`config.mk`:
```
export PLATFORM = sky130hd
export DESIGN_NAME = hash_light_chain_flat
export DESIGN_NICKNAME = d
export VERILOG_FILES = /design/src/rtl/hash_light_chain_if.sv /design/src/rtl/hash_light_chain.sv /design/src/flat_wrapper.sv
export SDC_FILE = /design/constraint.sdc
export NUM_CORES = 1
export LEC_CHECK = 0
export BUFFER_PORTS_ARGS = -buffer_cell sky130_fd_sc_hd__buf_4
export CORE_AREA = 10 10 172 174
export DETAILED_ROUTE_END_ITERATION = 8
export DIE_AREA = 0 0 182 184
export GPL_ROUTABILITY_DRIVEN = 0
export PLACE_DENSITY_LB_ADDON = 0.08
export SLEW_MARGIN = 20
export SYNTH_ARGS = -nofsm -noshare
export SYNTH_HDL_FRONTEND = slang
export SYNTH_SLANG_ARGS = --single-unit
```
`constraint.sdc`:
```
create_clock -name clk -period 4.65 [get_ports clk]
set_input_delay 0.465 -clock clk [delete_from_list [all_inputs] [get_ports clk]]
set_output_delay 0.465 -clock clk [all_outputs]
set_load 0.01 [all_outputs]
```
`src/rtl/hash_light_chain_if.sv`:
```
// Block-in / digest-out handshake bundle for hash_light_chain.
interface hash_light_chain_if #(
  parameter int NB = 4
);
  logic            blk_valid;
  logic            blk_ready;
  logic [8*NB-1:0] blk_data;
  logic            blk_last;
  logic [8*NB-1:0] iv;
  logic            dig_valid;
  logic            dig_ready;
  logic [8*NB-1:0] digest;

  modport master (
    output blk_valid, blk_data, blk_last, iv, dig_ready,
    input  blk_ready, dig_valid, digest
  );

  modport slave (
    input  blk_valid, blk_data, blk_last, iv, dig_ready,
    output blk_ready, dig_valid, digest
  );
endinterface

```
`src/rtl/hash_light_chain.sv`:
```
// Multi-block Davies-Meyer chained light hash: NROUNDS byte-wise rounds per
// NB-byte block, one round per cycle, registered digest on a valid/ready port.
module hash_light_chain #(
  parameter int NB      = 4,
  parameter int NROUNDS = 24
) (
  input  logic              clk,
  input  logic              rst,
  input  logic              abort_i,
  output logic              busy_o,
  hash_light_chain_if.slave bus
);
  localparam int            RW    = (NROUNDS > 1) ? $clog2(NROUNDS) : 1;
  localparam logic [RW-1:0] RLAST = RW'(NROUNDS - 1);

  typedef enum logic [1:0] {IDLE, ROUND, WAIT, OUT} state_e;

  state_e          state_q, state_d;
  logic [8*NB-1:0] hChain_q, hChain_d;
  logic [8*NB-1:0] sRound_q, sRound_d;
  logic [8*NB-1:0] ivReg_q, ivReg_d;
  logic [8*NB-1:0] digest_q, digest_d;
  logic [RW-1:0]   rCnt_q, rCnt_d;
  logic            lastFlag_q, lastFlag_d;
  logic [8*NB-1:0] roundOut, hNew, digestNew;

  // y[i] = rotl3(x[i] + x[i+1]) ^ rc ^ i, byte indices wrapping mod NB
  function automatic logic [8*NB-1:0] roundFn(input logic [8*NB-1:0] x,
                                              input logic [7:0]      rc);
    logic [8*NB-1:0] y;
    logic [7:0]      sum;
    y = '0;
    for (int i = 0; i < NB; i++) begin
      sum = x[8*i +: 8] + x[8*((i + 1) % NB) +: 8];
      y[8*i +: 8] = {sum[4:0], sum[7:5]} ^ rc ^ 8'(i);
    end
    return y;
  endfunction

  always_comb begin
    roundOut  = roundFn(sRound_q, 8'(rCnt_q));
    hNew      = roundOut ^ hChain_q;
    digestNew = '0;
    for (int i = 0; i < NB; i++) begin
      digestNew[8*i +: 8] = hNew[8*i +: 8] ^ ivReg_q[8*(NB-1-i) +: 8];
    end
  end

  always_ff @(posedge clk or posedge rst) begin
    if (rst) state_q <= IDLE;
    else     state_q <= state_d;
  end

  always_comb begin
    state_d = state_q;
    if (abort_i) begin
      state_d = IDLE;
    end else begin
      case (state_q)
        IDLE, WAIT: if (bus.blk_valid) state_d = ROUND;
        ROUND:      if (rCnt_q == RLAST) state_d = lastFlag_q ? OUT : WAIT;
        OUT:        if (bus.dig_ready) state_d = IDLE;
        default:    state_d = IDLE;
      endcase
    end
  end

  always_comb begin
    bus.blk_ready = (state_q == IDLE) || (state_q == WAIT);
    bus.dig_valid = (state_q == OUT);
    bus.digest    = digest_q;
    busy_o        = (state_q != IDLE);
  end

  // Abort wins over any acceptance; H, IVR and digest survive it.
  always_comb begin
    hChain_d   = hChain_q;
    sRound_d   = sRound_q;
    ivReg_d    = ivReg_q;
    digest_d   = digest_q;
    rCnt_d     = rCnt_q;
    lastFlag_d = lastFlag_q;
    if (abort_i) begin
      sRound_d = '0;
      rCnt_d   = '0;
    end else begin
      case (state_q)
        IDLE: begin
          if (bus.blk_valid) begin
            ivReg_d    = bus.iv;
            hChain_d   = bus.iv;
            sRound_d   = bus.iv ^ bus.blk_data;
            lastFlag_d = bus.blk_last;
            rCnt_d     = '0;
          end
        end
        WAIT: begin
          if (bus.blk_valid) begin
            sRound_d   = hChain_q ^ bus.blk_data;
            lastFlag_d = bus.blk_last;
            rCnt_d     = '0;
          end
        end
        ROUND: begin
          sRound_d = roundOut;
          rCnt_d   = rCnt_q + RW'(1);
          if (rCnt_q == RLAST) begin
            rCnt_d   = '0;
            hChain_d = hNew;
            if (lastFlag_q) digest_d = digestNew;
          end
        end
        default: ;
      endcase
    end
  end

  always_ff @(posedge clk or posedge rst) begin
    if (rst) begin
      hChain_q   <= '0;
      sRound_q   <= '0;
      ivReg_q    <= '0;
      digest_q   <= '0;
      rCnt_q     <= '0;
      lastFlag_q <= 1'b0;
    end else begin
      hChain_q   <= hChain_d;
      sRound_q   <= sRound_d;
      ivReg_q    <= ivReg_d;
      digest_q   <= digest_d;
      rCnt_q     <= rCnt_d;
      lastFlag_q <= lastFlag_d;
    end
  end
endmodule

```
`src/flat_wrapper.sv`:
```
// flat-port wrapper written by rule: the top's interface ports become plain ports
module hash_light_chain_flat 
#(
  parameter int NB      = 4,
  parameter int NROUNDS = 24
)
  (clk, rst, abort_i, busy_o, bus_blk_valid, bus_blk_data, bus_blk_last, bus_iv, bus_dig_ready, bus_blk_ready, bus_dig_valid, bus_digest);
  hash_light_chain_if #(.NB(NB)) bus_i ();
  input  logic clk;
  input  logic rst;
  input  logic abort_i;
  output logic busy_o;
  input wire logic [$bits(bus_i.blk_valid)-1:0] bus_blk_valid;
  input wire logic [$bits(bus_i.blk_data)-1:0] bus_blk_data;
  input wire logic [$bits(bus_i.blk_last)-1:0] bus_blk_last;
  input wire logic [$bits(bus_i.iv)-1:0] bus_iv;
  input wire logic [$bits(bus_i.dig_ready)-1:0] bus_dig_ready;
  output wire logic [$bits(bus_i.blk_ready)-1:0] bus_blk_ready;
  output wire logic [$bits(bus_i.dig_valid)-1:0] bus_dig_valid;
  output wire logic [$bits(bus_i.digest)-1:0] bus_digest;
  assign bus_i.blk_valid = bus_blk_valid;
  assign bus_i.blk_data = bus_blk_data;
  assign bus_i.blk_last = bus_blk_last;
  assign bus_i.iv = bus_iv;
  assign bus_i.dig_ready = bus_dig_ready;
  assign bus_blk_ready = bus_i.blk_ready;
  assign bus_dig_valid = bus_i.dig_valid;
  assign bus_digest = bus_i.digest;
  hash_light_chain #(.NB(NB), .NROUNDS(NROUNDS)) u_core (.clk(clk), .rst(rst), .abort_i(abort_i), .busy_o(busy_o), .bus(bus_i));
endmodule
```
==> metrics.md <==
| Metric | Value |
|---|---|
| Syn Area/Cell | between 8 and 9 um^2 |
| Area Overhead vs Synth | 19.45% |
| Clock buffer depth | 2 |
| Final hold slack | 0.1815 ns |
| Share of cells above drive strength 1 | 16.75% |
| Gr usage total | 16.67% |
| Post-Route Setup TNS | 0 ns |
| Root Driver | clkbuf_16 |
| Seq cells post-synth | ~140 |
| Max-slew headroom | 24.59% |
| Core region area | 25,910 um^2 |
| Area of the multi-input gates | roughly 5000 um^2 |
| Worst hold path type | input pin to asynchronous set/reset pin |
| Fillers | approximately 2,700 |
| Top FF cell, synth | dfrtp_1 |
| Pre-antenna DRT Iters | 7 |
| Pleak | ~4.5 nW |
| Measured slew at the worst slew-check pin | ~1.1 ns |
| Wirelength per Cell | a little over 20 um |
| Initial drt markers | 521 |
| Gates resized, CTS repair | 0 |
| Nets | approximately 1,100 |
| Grt total ovfl | 0 |
| Endpoint class of the critical path | register |
| Leading area contributor after synthesis | dfrtp_1 |
| Final period utilization | between 50% and 60% |
| Largest stage delay, worst path | 0.88 ns |
| Fin. Hold Viols | 0 |
| Die Ht | around 180 um |
| Die area | 33,490 um^2 |
| DR vias | between 7,000 and 8,000 |
| FF/Latch Area | between 3000 and 4000 um^2 |
| Peak supply drop | around 0.18 mV |
| Worst-path clk slew | approximately 0.07 ns |
| Drt total wl | 28.01 mm |
| RSZ-0062 raised after global routing | false |
| # port buffers | between 100 and 150 |
| DR vias/cell | 5.106 |
| Top-count cell post-synth | nand2_1 |
| Highest-delay cell along the critical path | o21ai_4 |
| Design Power | 3.992 mW |
| Status | finished clean |
| Synth area leaders | dfrtp_1 (40%), xnor2_1 (11%), nand2_1 (7.6%) |
| Post-Syn Area | roughly 8500 um^2 |
| First-pass GRT wire length | 43.70 mm |
| Antenna violations before repair | 0 |
| Starting Density | between 30% and 40% |
| Site row count | 59 |
| Async SR Flop Fraction | 100.0% |
| Critical path, cell by cell | ha_1 -> and4b_2 -> and2_1 -> o21ai_4 -> or3_1 -> o21ai_0 -> a21oi_1 |
| Synth cell types | 55 |
| Gate Count Post-Synth | around 960 |
| Final ANT Viol Nets | 0 |
| CTS tree | built |
| H-tree Lvls | 4 |
| DRC viols | 0 |
| Crit Path Max Fanout | 37 |
| Sequential area share after synthesis | 39.90% |
| TritonCTS Buffers | 17 |
| CP arrival | a little over 3 ns |
| Antenna cells | 0 |
| CP required | between 5 and 6 ns |
| Synth top area share | between 30% and 40% |
| Largest net degree at the start of global routing | between 80 and 90 |
| Clk_lat worst skew | about 0.43 ns |
| Synth warnings | 0 |
| Vias in the first global route | approximately 7,300 |
| Pins over their slew limit | 0 |
| Clk_skew | about 0.014 ns |
| Crit path kind | register to register |
| DIE WIDTH | 182 um |
| Max-Cap Viols | 0 |
| Max Freq | between 0.3 and 0.4 GHz |
| Post-route minimum period | approximately 2.7 ns |
| Syn Nets | about 1,100 |
| Critical Path Start Type | register |
| Boundary Pins | between 100 and 150 |
| Setup Fix Bufs, Post-CTS | 0 |
| Hold-fix buffers, CTS | 0 |
| Post-detail-place hpwl | ~20 mm |
| # setup viols final | 0 |
| Most frequent cells after synthesis | nand2_1 (173), dfrtp_1 (136), xnor2_1 (111) |
| Num Clock Sinks | ~140 |
| Pwr/cell area | a little under 400 nW/um^2 |
| EDFF count, synth | 0 |
[worst paths after layout]
| path | endpoint | from | cells past startpoint | slack (ns) |
|---|---|---|---|---|
| min | u_core.ivReg_q[21]$_DFFE_PP0P_ | rst | 2 | 0.18 |
| min reg2reg | u_core.bus.digest[21]$_DFFE_PP0P_ | u_core.bus.digest[21]$_DFFE_PP0P_ | 2 | 0.48 |
| max reg2reg | u_core.hChain_q[31]$_DFFE_PP0P_ | u_core.rCnt_q[0]$_DFFE_PP0P_ | 7 | 1.96 |
| max | u_core.hChain_q[31]$_DFFE_PP0P_ | u_core.rCnt_q[0]$_DFFE_PP0P_ | 7 | 1.96 |
| min in group clk | u_core.ivReg_q[10]$_DFFE_PP0P_ | bus_iv[10] | 3 | 0.25 |
| max in group asynchronous | u_core.rCnt_q[1]$_DFFE_PP0P_ | rst | 3 | 3.47 |
[power by group]
part | switching (mW) | internal [mW] | leakage, nW
clock | 0.582 | 0.698 | 0.248
sequential | 0.188 | 1.33 | 1.75
combinational | 0.648 | 0.542 | 2.54
[layout by cell type (no fill, tap or decap), types with 10 or more instances in the layout]
cell and instances:
a21oi_1 80, a222oi_1 12, a22o_1 10, buf_4 121
clkbuf_16 17, dfrtp_1 136, ha_1 29, inv_1 12
nand2_1 172, nand3_1 12, nor2_1 56, o21a_1 10
o21ai_0 79, o22ai_1 14, xnor2_1 111, xor2_1 53
[layer usage]
layer	share of wire (%)	track usage [%]	routed length (um)	up-vias
li1	-	-	-	3499
met1	48	22.76	13580	3406
met2	46	26.13	12760	175
met3	4.5	3.346	1263	28
met4	1.4	4.653	404	0
met5	0	0	0	-
[flip-flops by register name, summed over array words and instances (netlist names)]
signal and flops:
u_core.ivReg_q 32, u_core.rCnt_q 5, u_core.bus.digest 32, u_core.hChain_q 32, u_core.state_q 2, u_core.sRound_q 32
u_core.lastFlag_q 1
[area by class of cell]
type,instances,share of cell area [%]
inverter,13,0.5281
timing repair buffer,121,8.916
clock buffer,19,4.347
sequential,136,33.40
clock inverter,13,0.9333
tap,335,4.114
multi-input combinational,755,47.76
[logic make-up after synthesis]
| logic type | count (synthesis) | synth area share, % |
|---|---|---|
| buf+inv | 64 | 3.315 |
| fa+ha+maj | 33 | 5.193 |
| simple gates | 288 | 14.65 |
| compound gates | 267 | 19.58 |
| flops | 136 | 39.90 |
| mux | 1 | 0.1320 |
| xor+xnor | 166 | 17.22 |
[metrics by stage]
step,cell area (um^2),std cells,util (%),setup WS (ns)
after floorplan,8529,955,-,0.5455
after global placement,9651,1360,37.24,2.039
after detailed placement,9651,1360,37.24,1.955
after CTS,10190,1392,39.32,1.947
after global routing,10190,1392,39.32,1.745
final,10190,1392,39.32,1.956
[worst max-delay path, delay by kind of cell (launching register included)]
family	cells	cell delay, ns
AO/OA/AOI/OAI	3	1.08
AND/OR/NAND/NOR	3	0.73
flip-flops	1	0.49
adder cells (fa/ha/maj)	1	0.31
(Power assumes the default switching activity.)
